`src/rtl/uart_motor_ctrl_pkg.sv`:
```
// Shared constants for the serial motor command controller.
// Holds the packet sync byte, the parser state encoding and the led bit positions.
package motor_ctrl_pkg;

    localparam logic [7:0] SYNC_BYTE = 8'hA5;

    localparam logic [1:0] ST_IDLE = 2'd0;
    localparam logic [1:0] ST_CH   = 2'd1;
    localparam logic [1:0] ST_DUTY = 2'd2;
    localparam logic [1:0] ST_CHK  = 2'd3;

    localparam int LED_TIMEOUT = 7;
    localparam int LED_FERR    = 6;

    function automatic logic chk_ok(input logic [7:0] ch, input logic [7:0] duty,
                                    input logic [7:0] chk);
        return chk == (ch ^ duty);
    endfunction

endpackage

```
`src/rtl/uart_motor_ctrl_if.sv`:
```
// Received-byte stream from the serial receiver into the motor controller.
interface uart_motor_ctrl_if;
    logic [7:0] rx_data;
    logic       rx_valid;

    modport master (output rx_data, output rx_valid);
    modport slave  (input rx_data, input rx_valid);
endinterface

```
`src/rtl/uart_motor_ctrl_pwm_bank.sv`:
```
// Shared-counter PWM bank; new duties load only when the counter wraps so no pulse is cut short.
module pwm_bank #(
    parameter int CHANNELS = 2,
    parameter int PWM_BITS = 8,
    parameter int PRESCALE = 4
) (
    input  logic                               i_clk,
    input  logic                               i_rst_n,
    input  logic                               i_clear_all,
    input  logic [CHANNELS-1:0][PWM_BITS-1:0]  i_shadow_duty,
    output logic [CHANNELS-1:0]                o_pwm
);
    localparam int PRE_W = (PRESCALE > 1) ? $clog2(PRESCALE) : 1;
    localparam logic [PWM_BITS-1:0] CNT_LAST = PWM_BITS'((1 << PWM_BITS) - 2);

    logic [PRE_W-1:0]                  r_pre;
    logic [PWM_BITS-1:0]               r_cnt;
    logic [CHANNELS-1:0][PWM_BITS-1:0] r_active;
    logic [CHANNELS-1:0]               r_pwm;
    logic                              w_tick;
    logic                              w_wrap;

    assign w_tick = (r_pre == '0);
    assign w_wrap = w_tick && (r_cnt == CNT_LAST);

    always_ff @(posedge i_clk or negedge i_rst_n) begin
        if (!i_rst_n) begin
            r_pre <= '0;
            r_cnt <= '0;
        end else begin
            r_pre <= w_tick ? PRE_W'(PRESCALE - 1) : r_pre - PRE_W'(1);
            if (w_tick)
                r_cnt <= w_wrap ? '0 : r_cnt + PWM_BITS'(1);
        end
    end

    // Watchdog clear overrides both the wrap load and the compare output.
    always_ff @(posedge i_clk or negedge i_rst_n) begin
        if (!i_rst_n) begin
            r_active <= '0;
            r_pwm    <= '0;
        end else begin
            for (int i = 0; i < CHANNELS; i++) begin
                if (i_clear_all) begin
                    r_active[i] <= '0;
                    r_pwm[i]    <= 1'b0;
                end else begin
                    if (w_wrap)
                        r_active[i] <= i_shadow_duty[i];
                    r_pwm[i] <= (r_cnt < r_active[i]);
                end
            end
        end
    end

    assign o_pwm = r_pwm;

endmodule

```
`src/rtl/uart_motor_ctrl.sv`:
```
// Motor command controller: parses A5/CH/DUTY/CHK packets into per-channel duty and
// direction registers, drives the PWM bank and stops all channels when commands cease.
module uart_motor_ctrl
    import motor_ctrl_pkg::*;
#(
    parameter int CHANNELS       = 2,
    parameter int PWM_BITS       = 8,
    parameter int PRESCALE       = 4,
    parameter int BYTE_GAP       = 50_000,
    parameter int TIMEOUT_CYCLES = 25_000_000
) (
    input  logic                 i_clk,
    input  logic                 i_rst_n,
    uart_motor_ctrl_if.slave     rx_if,
    output logic [CHANNELS-1:0]  o_pwm_out,
    output logic [CHANNELS-1:0]  o_dir_out,
    output logic                 o_frame_err,
    output logic                 o_timeout,
    output logic [7:0]           o_led
);
    localparam int GAP_W = $clog2(BYTE_GAP + 1);
    localparam int WD_W  = $clog2(TIMEOUT_CYCLES + 1);
    localparam logic [7:0] CH_LIMIT = 8'(CHANNELS);

    logic [1:0]                        r_rst_sync;
    logic                              w_rst_n;
    logic [1:0]                        r_state;
    logic [7:0]                        r_ch;
    logic [7:0]                        r_duty;
    logic [GAP_W-1:0]                  r_gap;
    logic [WD_W-1:0]                   r_wdog;
    logic [CHANNELS-1:0][PWM_BITS-1:0] r_shadow;
    logic [CHANNELS-1:0]               r_dir;
    logic                              r_frame_err;
    logic                              r_ferr_sticky;
    logic                              r_timeout;
    logic [5:0]                        r_led_duty;
    logic                              w_gap_exp;
    logic                              w_chk;
    logic                              w_commit;
    logic                              w_reject;
    logic                              w_expire;

    // Reset asserts asynchronously but releases two clocks later, in step with clk.
    always_ff @(posedge i_clk or negedge i_rst_n) begin
        if (!i_rst_n)
            r_rst_sync <= '0;
        else
            r_rst_sync <= {r_rst_sync[0], 1'b1};
    end
    assign w_rst_n = r_rst_sync[1];

    assign w_gap_exp = (r_state != ST_IDLE) && !rx_if.rx_valid
                       && (r_gap == GAP_W'(BYTE_GAP - 1));
    assign w_chk     = rx_if.rx_valid && (r_state == ST_CHK);
    assign w_commit  = w_chk && chk_ok(r_ch, r_duty, rx_if.rx_data)
                       && ({1'b0, r_ch[6:0]} < CH_LIMIT);
    assign w_reject  = w_chk && !w_commit;
    assign w_expire  = !w_commit && (r_wdog == WD_W'(TIMEOUT_CYCLES - 1));

    always_ff @(posedge i_clk or negedge w_rst_n) begin
        if (!w_rst_n) begin
            r_state <= ST_IDLE;
            r_ch    <= '0;
            r_duty  <= '0;
        end else if (w_gap_exp) begin
            r_state <= ST_IDLE;
        end else if (rx_if.rx_valid) begin
            case (r_state)
                ST_IDLE: if (rx_if.rx_data == SYNC_BYTE) r_state <= ST_CH;
                ST_CH: begin
                    r_ch    <= rx_if.rx_data;
                    r_state <= ST_DUTY;
                end
                ST_DUTY: begin
                    r_duty  <= rx_if.rx_data;
                    r_state <= ST_CHK;
                end
                default: r_state <= ST_IDLE;
            endcase
        end
    end

    always_ff @(posedge i_clk or negedge w_rst_n) begin
        if (!w_rst_n)
            r_gap <= '0;
        else if ((r_state == ST_IDLE) || rx_if.rx_valid || w_gap_exp)
            r_gap <= '0;
        else
            r_gap <= r_gap + GAP_W'(1);
    end

    always_ff @(posedge i_clk or negedge w_rst_n) begin
        if (!w_rst_n) begin
            r_shadow      <= '0;
            r_dir         <= '0;
            r_led_duty    <= '0;
            r_frame_err   <= 1'b0;
            r_ferr_sticky <= 1'b0;
        end else begin
            for (int i = 0; i < CHANNELS; i++) begin
                if (w_expire)
                    r_shadow[i] <= '0;
                else if (w_commit && (r_ch[6:0] == 7'(i))) begin
                    r_shadow[i] <= r_duty[7 -: PWM_BITS];
                    r_dir[i]    <= r_ch[7];
                end
            end
            if (w_commit)
                r_led_duty <= r_duty[5:0];
            r_frame_err <= w_reject || w_gap_exp;
            if (w_reject || w_gap_exp)
                r_ferr_sticky <= 1'b1;
        end
    end

    // Counter saturates at the limit so expiry fires once per silence.
    always_ff @(posedge i_clk or negedge w_rst_n) begin
        if (!w_rst_n) begin
            r_wdog    <= '0;
            r_timeout <= 1'b0;
        end else if (w_commit) begin
            r_wdog    <= '0;
            r_timeout <= 1'b0;
        end else begin
            if (r_wdog != WD_W'(TIMEOUT_CYCLES))
                r_wdog <= r_wdog + WD_W'(1);
            if (w_expire)
                r_timeout <= 1'b1;
        end
    end

    pwm_bank #(
        .CHANNELS (CHANNELS),
        .PWM_BITS (PWM_BITS),
        .PRESCALE (PRESCALE)
    ) u_pwm_bank (
        .i_clk         (i_clk),
        .i_rst_n       (w_rst_n),
        .i_clear_all   (w_expire),
        .i_shadow_duty (r_shadow),
        .o_pwm         (o_pwm_out)
    );

    always_comb begin
        o_led              = {2'b00, r_led_duty};
        o_led[LED_TIMEOUT] = r_timeout;
        o_led[LED_FERR]    = r_ferr_sticky;
    end

    assign o_dir_out   = r_dir;
    assign o_frame_err = r_frame_err;
    assign o_timeout   = r_timeout;

endmodule

```
`src/flat_wrapper.sv`:
```
// flat-port wrapper written by rule: the top's interface ports become plain ports
module uart_motor_ctrl_flat import motor_ctrl_pkg::*;
#(
    parameter int CHANNELS       = 2,
    parameter int PWM_BITS       = 8,
    parameter int PRESCALE       = 4,
    parameter int BYTE_GAP       = 50_000,
    parameter int TIMEOUT_CYCLES = 25_000_000
)
  (i_clk, i_rst_n, o_pwm_out, o_dir_out, o_frame_err, o_timeout, o_led, rx_if_rx_data, rx_if_rx_valid);
  uart_motor_ctrl_if rx_if_i ();
  input  logic i_clk;
  input  logic i_rst_n;
  output logic [CHANNELS-1:0] o_pwm_out;
  output logic [CHANNELS-1:0] o_dir_out;
  output logic o_frame_err;
  output logic o_timeout;
  output logic [7:0] o_led;
  input wire logic [$bits(rx_if_i.rx_data)-1:0] rx_if_rx_data;
  input wire logic [$bits(rx_if_i.rx_valid)-1:0] rx_if_rx_valid;
  assign rx_if_i.rx_data = rx_if_rx_data;
  assign rx_if_i.rx_valid = rx_if_rx_valid;
  uart_motor_ctrl #(.CHANNELS(CHANNELS), .PWM_BITS(PWM_BITS), .PRESCALE(PRESCALE), .BYTE_GAP(BYTE_GAP), .TIMEOUT_CYCLES(TIMEOUT_CYCLES)) u_core (.i_clk(i_clk), .i_rst_n(i_rst_n), .rx_if(rx_if_i), .o_pwm_out(o_pwm_out), .o_dir_out(o_dir_out), .o_frame_err(o_frame_err), .o_timeout(o_timeout), .o_led(o_led));
endmodule
```
`config.mk`:
```
export PLATFORM = sky130hd
export DESIGN_NAME = uart_motor_ctrl_flat
export DESIGN_NICKNAME = d
export VERILOG_FILES = /design/src/rtl/uart_motor_ctrl_pkg.sv /design/src/rtl/uart_motor_ctrl_if.sv /design/src/rtl/uart_motor_ctrl_pwm_bank.sv /design/src/rtl/uart_motor_ctrl.sv /design/src/flat_wrapper.sv
export SDC_FILE = /design/constraint.sdc
export NUM_CORES = 1
export LEC_CHECK = 0
export CAP_MARGIN = 20
export CORE_ASPECT_RATIO = 1.25
export CORE_UTILIZATION = 54
export CTS_BUF_LIST = sky130_fd_sc_hd__clkbuf_2
export DETAILED_ROUTE_END_ITERATION = 10
export DONT_BUFFER_PORTS = 1
export HOLD_SLACK_MARGIN = 0.1
export MAX_ROUTING_LAYER = met4
export PLACE_DENSITY = 0.69
export SETUP_SLACK_MARGIN = 0.1
export SKIP_CTS_REPAIR_TIMING = 1
export SYNTH_ARGS = -nofsm -noshare
export SYNTH_HDL_FRONTEND = slang
export SYNTH_SLANG_ARGS = --single-unit
```
`constraint.sdc`:
```
create_clock -name i_clk -period 6.6 [get_ports i_clk]
set_input_delay 1.32 -clock i_clk [delete_from_list [all_inputs] [get_ports i_clk]]
set_output_delay 1.32 -clock i_clk [all_outputs]
set_load 0.01 [all_outputs]
```
After elaboration in Yosys (flattened, before gate mapping)
Index checks and enable logic that the tools add are counted.
- register bits after elaboration: 116
- bits of input ports: 11
- output and inout port bits: 14
- word-level logic and storage cells: 91
- add/subtract/negate cells: 4
- order comparisons: 3
- eq/ne operators: 11
- muxes and demuxes: 21
- bitwise operators: 3
- reduce and logical (&&, ||, !) cells: 30
- operator list (operator ; number):
    2-to-1 mux 8 bit ; 9
    2-to-1 mux 25 bit ; 2
    adder 25 x 1 -> 25 bit (second input constant) ; 1
    == test 25 bit (second input constant) ; 1
    != test 25 bit (second input constant) ; 1
    adder 16 x 1 -> 16 bit (second input constant) ; 1
    == test 16 bit (second input constant) ; 1
    == test 8 bit (second input constant) ; 2
    < comparator 8 bit ; 2
    2-to-1 mux 16 bit ; 1
    nonzero test 2 bit ; 7
    logical AND 1 bit ; 10
    adder 8 x 1 -> 8 bit (second input constant) ; 1
    == test 8 bit ; 1
    2-to-1 mux 2 bit ; 4
    bitwise XOR 8 bit ; 1
    == test 7 x 1 -> 1 bit (second input constant) ; 1
    logical NOT 7 bit ; 1
    < comparator 7 x 2 -> 1 bit (second input constant) ; 1
    one-hot mux 2 bit (3 select lines) ; 1
    AND reduction 2 bit ; 3
    AND reduction 3 bit ; 2
    == test 2 bit (second input constant) ; 2
    logical NOT 2 bit ; 2
    other kinds (7) ; 14

Depth between registers and ports, before layout
- word-level depth: 8
- mapped depth: 9
- depth with buffers taken out: 8

By module
From an unflattened synthesis, not the netlist that was laid out.
- cell total of the unflattened synthesis: 525
- area, all modules: 5773.0 um2
- modules (own cells, without submodules) (module ; instances ; cells each ; area each (um2) ; sequential area each (um2)):
    uart_motor_ctrl ; 1 ; 355 ; 4149.0 ; 2202.1
    pwm_bank ; 1 ; 170 ; 1624.1 ; 700.7

Worst setup path after synthesis
Ideal clock, no wire load.
- path type: input -> register
- start: in rx_if_rx_data[0]
- end: reg u_core.r_dir[0], in the netlist u_core.o_dir_out[0]
- setup time: 127 ps
- data arrival time: 2803 ps
- data required time: 6473 ps
- path slack: 3670 ps
- stages on the path: 6
- path buffers: 1
- path through: xnor3_1 -> nand4_2 -> nor3_4 -> and2_1 -> buf_6 -> mux2_1
- longest elaborated chain between the ends: 7
- elaborated cells between the ends (all ways): 8
- ends and longest elaborated chain (what ; line ; text):
    start: declaration ; flat_wrapper.sv:19 ; input wire logic [$bits(rx_if_i.rx_data)-1:0] rx_if_rx_data;
    == test 8 bit * ; uart_motor_ctrl_pkg.sv:17 ; return chk == (ch ^ duty);
    logical AND 1 bit * ; uart_motor_ctrl.sv:56 ; assign w_commit = w_chk && chk_ok(r_ch, r_duty, rx_if.rx_data)
    logical AND 1 bit * ; uart_motor_ctrl.sv:57 ; && ({1'b0, r_ch[6:0]} < CH_LIMIT);
    logical NOT 1 bit ; uart_motor_ctrl.sv:59 ; assign w_expire = !w_commit && (r_wdog == WD_W'(TIMEOUT_CYCLES - 1));
    logical AND 1 bit ; uart_motor_ctrl.sv:59 ;
    inverter 1 bit (no source line) ; - ;
    AND reduction 2 bit (no source line) * ; - ;
    end signal: indexed assignment ; uart_motor_ctrl.sv:106 ; r_dir[i] <= r_ch[7];
    end: declaration ; uart_motor_ctrl.sv:33 ; logic [CHANNELS-1:0] r_dir;
Mark *: on every way between the ends. The rest lies on a longest branch, timed or not.
A chain may end at the register's enable or synchronous reset.

Worst setup path after layout
- start: in rx_if_rx_data[0]
- end: reg u_core.r_shadow[0] (netlist bit)
- longest elaborated chain between the ends: 6
- elaborated cells between the ends (all ways): 8
- ends and longest elaborated chain (what ; line ; text):
    == test 8 bit * ; uart_motor_ctrl_pkg.sv:17 ;
    logical AND 1 bit * ; uart_motor_ctrl.sv:56 ;
    logical AND 1 bit * ; uart_motor_ctrl.sv:57 ;
    logical NOT 1 bit ; uart_motor_ctrl.sv:59 ;
    logical AND 1 bit ; uart_motor_ctrl.sv:59 ;
    2-to-1 mux 8 bit or nonzero test 2 bit (tied branches) ; - ;
    end signal: indexed assignment ; uart_motor_ctrl.sv:105 ; r_shadow[i] <= r_duty[7 -: PWM_BITS];
    end: declaration ; uart_motor_ctrl.sv:32 ; logic [CHANNELS-1:0][PWM_BITS-1:0] r_shadow;
Marks and branches as above.

==> impl_metrics.toml <==
[run_status]
outcome = "complete, no violations"

[synth]
syn_area_sq_um = 5625
synth_seq_cells = 116
synth_nets = 553
synthTopCellsByCount = "116 x dfrtp_1, 61 x nand2_1, 54 x nor2_1, 26 x a21oi_1, 25 x inv_1"
synthCells = 518
synth_async_sr_flop_share = 1.000
ys_types = 45
synth_edf_count = 0
avgSynthCellArea_sq_um = 10.86
yosys.area.top_type = "dfrtp_1"
netlist.area_leader.share = 0.5160
yosys_most_used_dff = "dfrtp_1"
synth_area_leaders = "dfrtp_1 52%, ha_1 5.3%, mux2_2 4.8%, nand2_1 4.1%, nor2_1 3.6%"
synth.most_common_cell = "dfrtp_1"
yosys_warnings = 0
seq_area_frac_synth = 0.5160

[worst_setup_path]
path_buf_inv = 1
critPathKind = "in2reg"
cp_cell_sequence = "xnor3_1 -> nand4_2 -> nor3_4 -> buf_4 -> and2_1 -> nor2_2 -> a22o_1"
r2r_cells = 7
regToRegSetupSlack_ns = 4.11
cp-end-kind = "register"
reg2reg_to = "u_core.r_shadow[0]"
setup.worst_path.start_class = "input pin"
cp.arrival_ns = 3.14
cp_slowest_cell = "and2_1"
critPathRequiredTime_ns = 7.13
r2r-start = "u_core.r_duty[5]"
cp_top_family = "simple AND/OR/NAND/NOR gates"
cp_max_fo = 37
slowest_delay_ns = 0.40

[place]
hpwl_mm = 7.272
placed_area_sq_um = 5725
io_buffers = 0
routabilityCongestion = 0.7823

[power_and_ir_drop]
p_clk_frac = 0.279
p_leak_nw = 2.703
p_sw_frac = 0.2867
combPwrFrac = 0.175
pwr-share-seq = 0.546
power_density_nw_per_um2 = 274.4
intPower_mw = 1.166
p_switching_uw = 468.7
ir_drop_uv = 162.5
total_power_mw = 1.635

[timing]
relSlewSlack = 0.4087
finalSetupViolations = 0
fin_crit_sh = 0.3952
clock-skew-final_ns = 0.02952
finalHoldViolCount = 0
fin_tns_setup_ns = 0
fmax_mhz = 383.4
period_minus_slack_ns = 2.608
tightestPinTransition_ns = 0.8870
rsz0062_at_grt = "no"
slew_viol_final = 0

[cts]
path_clk_slew_ns = 0.17
tritoncts = "done"
cts_root_buf = "clkbuf_2"
cts-buffers-inserted = 17
clockBufferDepth = 2
cts_num_sinks = 116
htreeDepth = 4
clock_latency_ns = 0.64

[job]
maxCapViolations = 0

[finish]
num-fill-cells = 844
antenna_cells = 0
final_util = 0.5896
multiInputGateArea_sq_um = 2541
layout-drive-gt1-share = 0.1227
design_area_sq_um = 5958
seqCellArea_sq_um = 2907
nets = 560
area_growth_pct = 5.916

[die]
start_util = 0.5566
io_pins = 25
die_w_um = 93.29
die_area_sq_um = 10830
coreArea_sq_um = 10110
dieHeight_um = 116.1
num_rows = 41

[global_routing]
grt.total_usage = 0.2246
grt_pass1_wl_mm = 17.71
grt_pass1_vias = 3753
gr-total-overflow = 0
grt_max_degree = 74
antenna_found_initial = 0

[drt]
drtIter0Drc = 185
drc_errors = 0
ant_nets = 0
via_per_inst = 5.520
wl_per_cell_um = 15.37
firstDrtPassIters = 4
wl_mm = 10.26
vias = 3682

[worst_hold_path]
hold_class = "reg2async"
through the flow:
step	setup WS [ns]	hold WS, ns	std cells
2_1_floorplan	3.129	0.3312	518
3_3_place_gp	3.332	0.3351	635
3_5_place_dp	3.305	0.3384	635
4_1_cts	4.062	0.2698	667
5_1_grt	3.928	0.2465	667
6_report	3.992	0.3258	667
per-layer routing:
layer  part of all wire  routed length [um]  GRT usage
met1               0.43                4411     0.2531
met2               0.51                5240     0.3711
met3              0.039                 401    0.07422
met5                  0                   0          -
met4              0.020                 201    0.08821
kinds of logic after synthesis:
group	after synthesis	synth area share
AOI/OAI and AO/OA	65	0.07740
xor gates and xnor gates	47	0.09275
adders and majority gates	24	0.05338
buffers and inverters	40	0.03225
DFF	116	0.5160
muxes	27	0.05383
other	1	0.0006666
and+or+nand+nor	198	0.1737
worst max path at each step:
stage / from / to / cells past startpoint
after floorplan: u_core.r_rst_sync[1] / u_core.o_dir_out[0] / 0
after global placement: rx_if_rx_data[0] / u_core.o_dir_out[0] / 6
after detailed placement: rx_if_rx_data[0] / u_core.o_dir_out[0] / 6
after CTS: rx_if_rx_data[0] / u_core.o_dir_out[0] / 6
after global routing: rx_if_rx_data[0] / u_core.r_shadow[0] / 7
final: rx_if_rx_data[0] / u_core.r_shadow[0] / 7
power groups by stage:
stage | clock network, mW | registers, mW | logic, mW
6_report | 0.456 | 0.892 | 0.286
3_3_place_gp | 0 | 0.905 | 0.282
3_5_place_dp | 0 | 0.907 | 0.288
2_1_floorplan | 0 | 0.868 | 0.251
4_1_cts | 0.475 | 0.892 | 0.289
5_1_grt | 0.512 | 0.904 | 0.318
worst register-to-register path, delay by kind of cell (launching register included):
| kind | cells | cell delay, ns |
|---|---|---|
| and+or+nand+nor | 4 | 0.88 |
| xor gates and xnor gates | 1 | 0.43 |
| AOI/OAI and AO/OA | 1 | 0.20 |
| DFF | 1 | 0.51 |
| buffers and inverters | 1 | 0.38 |
area by class of cell:
cell class	instances	area share
clock inverter	14	0.02394
sequential	116	0.4878
timing repair buffer	3	0.003780
tap	129	0.02709
multi-input combinational	362	0.4265
clock buffer	18	0.01512
inverter	25	0.01575
flip-flops by register name (all words and copies together), names as in the netlist, 6 cells and up:
| name | cells |
|---|---|
| u_core.r_ch | 8 |
| u_core.r_wdog | 25 |
| u_core.r_shadow | 16 |
| u_core.r_led_duty | 6 |
| u_core.u_pwm_bank.r_cnt | 8 |
| u_core.u_pwm_bank.r_active | 16 |
| u_core.r_duty | 8 |
| u_core.r_gap | 16 |
cell usage in the layout, fill, tap and decap left out, drive strengths merged:
| cell type | synthesis | routed |
|---|---|---|
| buf | 8 | 3 |
| a21oi | 26 | 26 |
| clkinv | 0 | 10 |
| xor2 | 23 | 23 |
| and3 | 13 | 13 |
| ha | 24 | 24 |
| dfrtp | 116 | 116 |
| o21ba | 1 | 1 |
| nand4 | 13 | 13 |
| and4 | 2 | 2 |
| xnor3 | 8 | 8 |
| mux2i | 1 | 1 |
| clkbuf | 7 | 18 |
| bufinv | 0 | 3 |
| or3 | 4 | 4 |
| nor4b | 2 | 2 |
| and2 | 4 | 4 |
| a21boi | 2 | 2 |
| nor2 | 55 | 55 |
| or4bb | 2 | 2 |
| nand3 | 21 | 21 |
| inv | 25 | 25 |
| mux2 | 26 | 26 |
| xnor2 | 16 | 16 |
| or4b | 2 | 2 |
| a2111oi | 2 | 2 |
| a22o | 16 | 16 |
| nor2b | 1 | 1 |
| conb | 1 | 1 |
| nand2b | 2 | 2 |
| or2 | 2 | 2 |
| o211ai | 4 | 4 |
| o21a | 2 | 2 |
| nor4 | 6 | 6 |
| o21ai | 10 | 10 |
| nand2 | 61 | 61 |
| clkinvlp | 0 | 1 |
| nor3 | 8 | 8 |
| a21o | 2 | 2 |
Note: power is estimated with default switching activity, not from simulation.
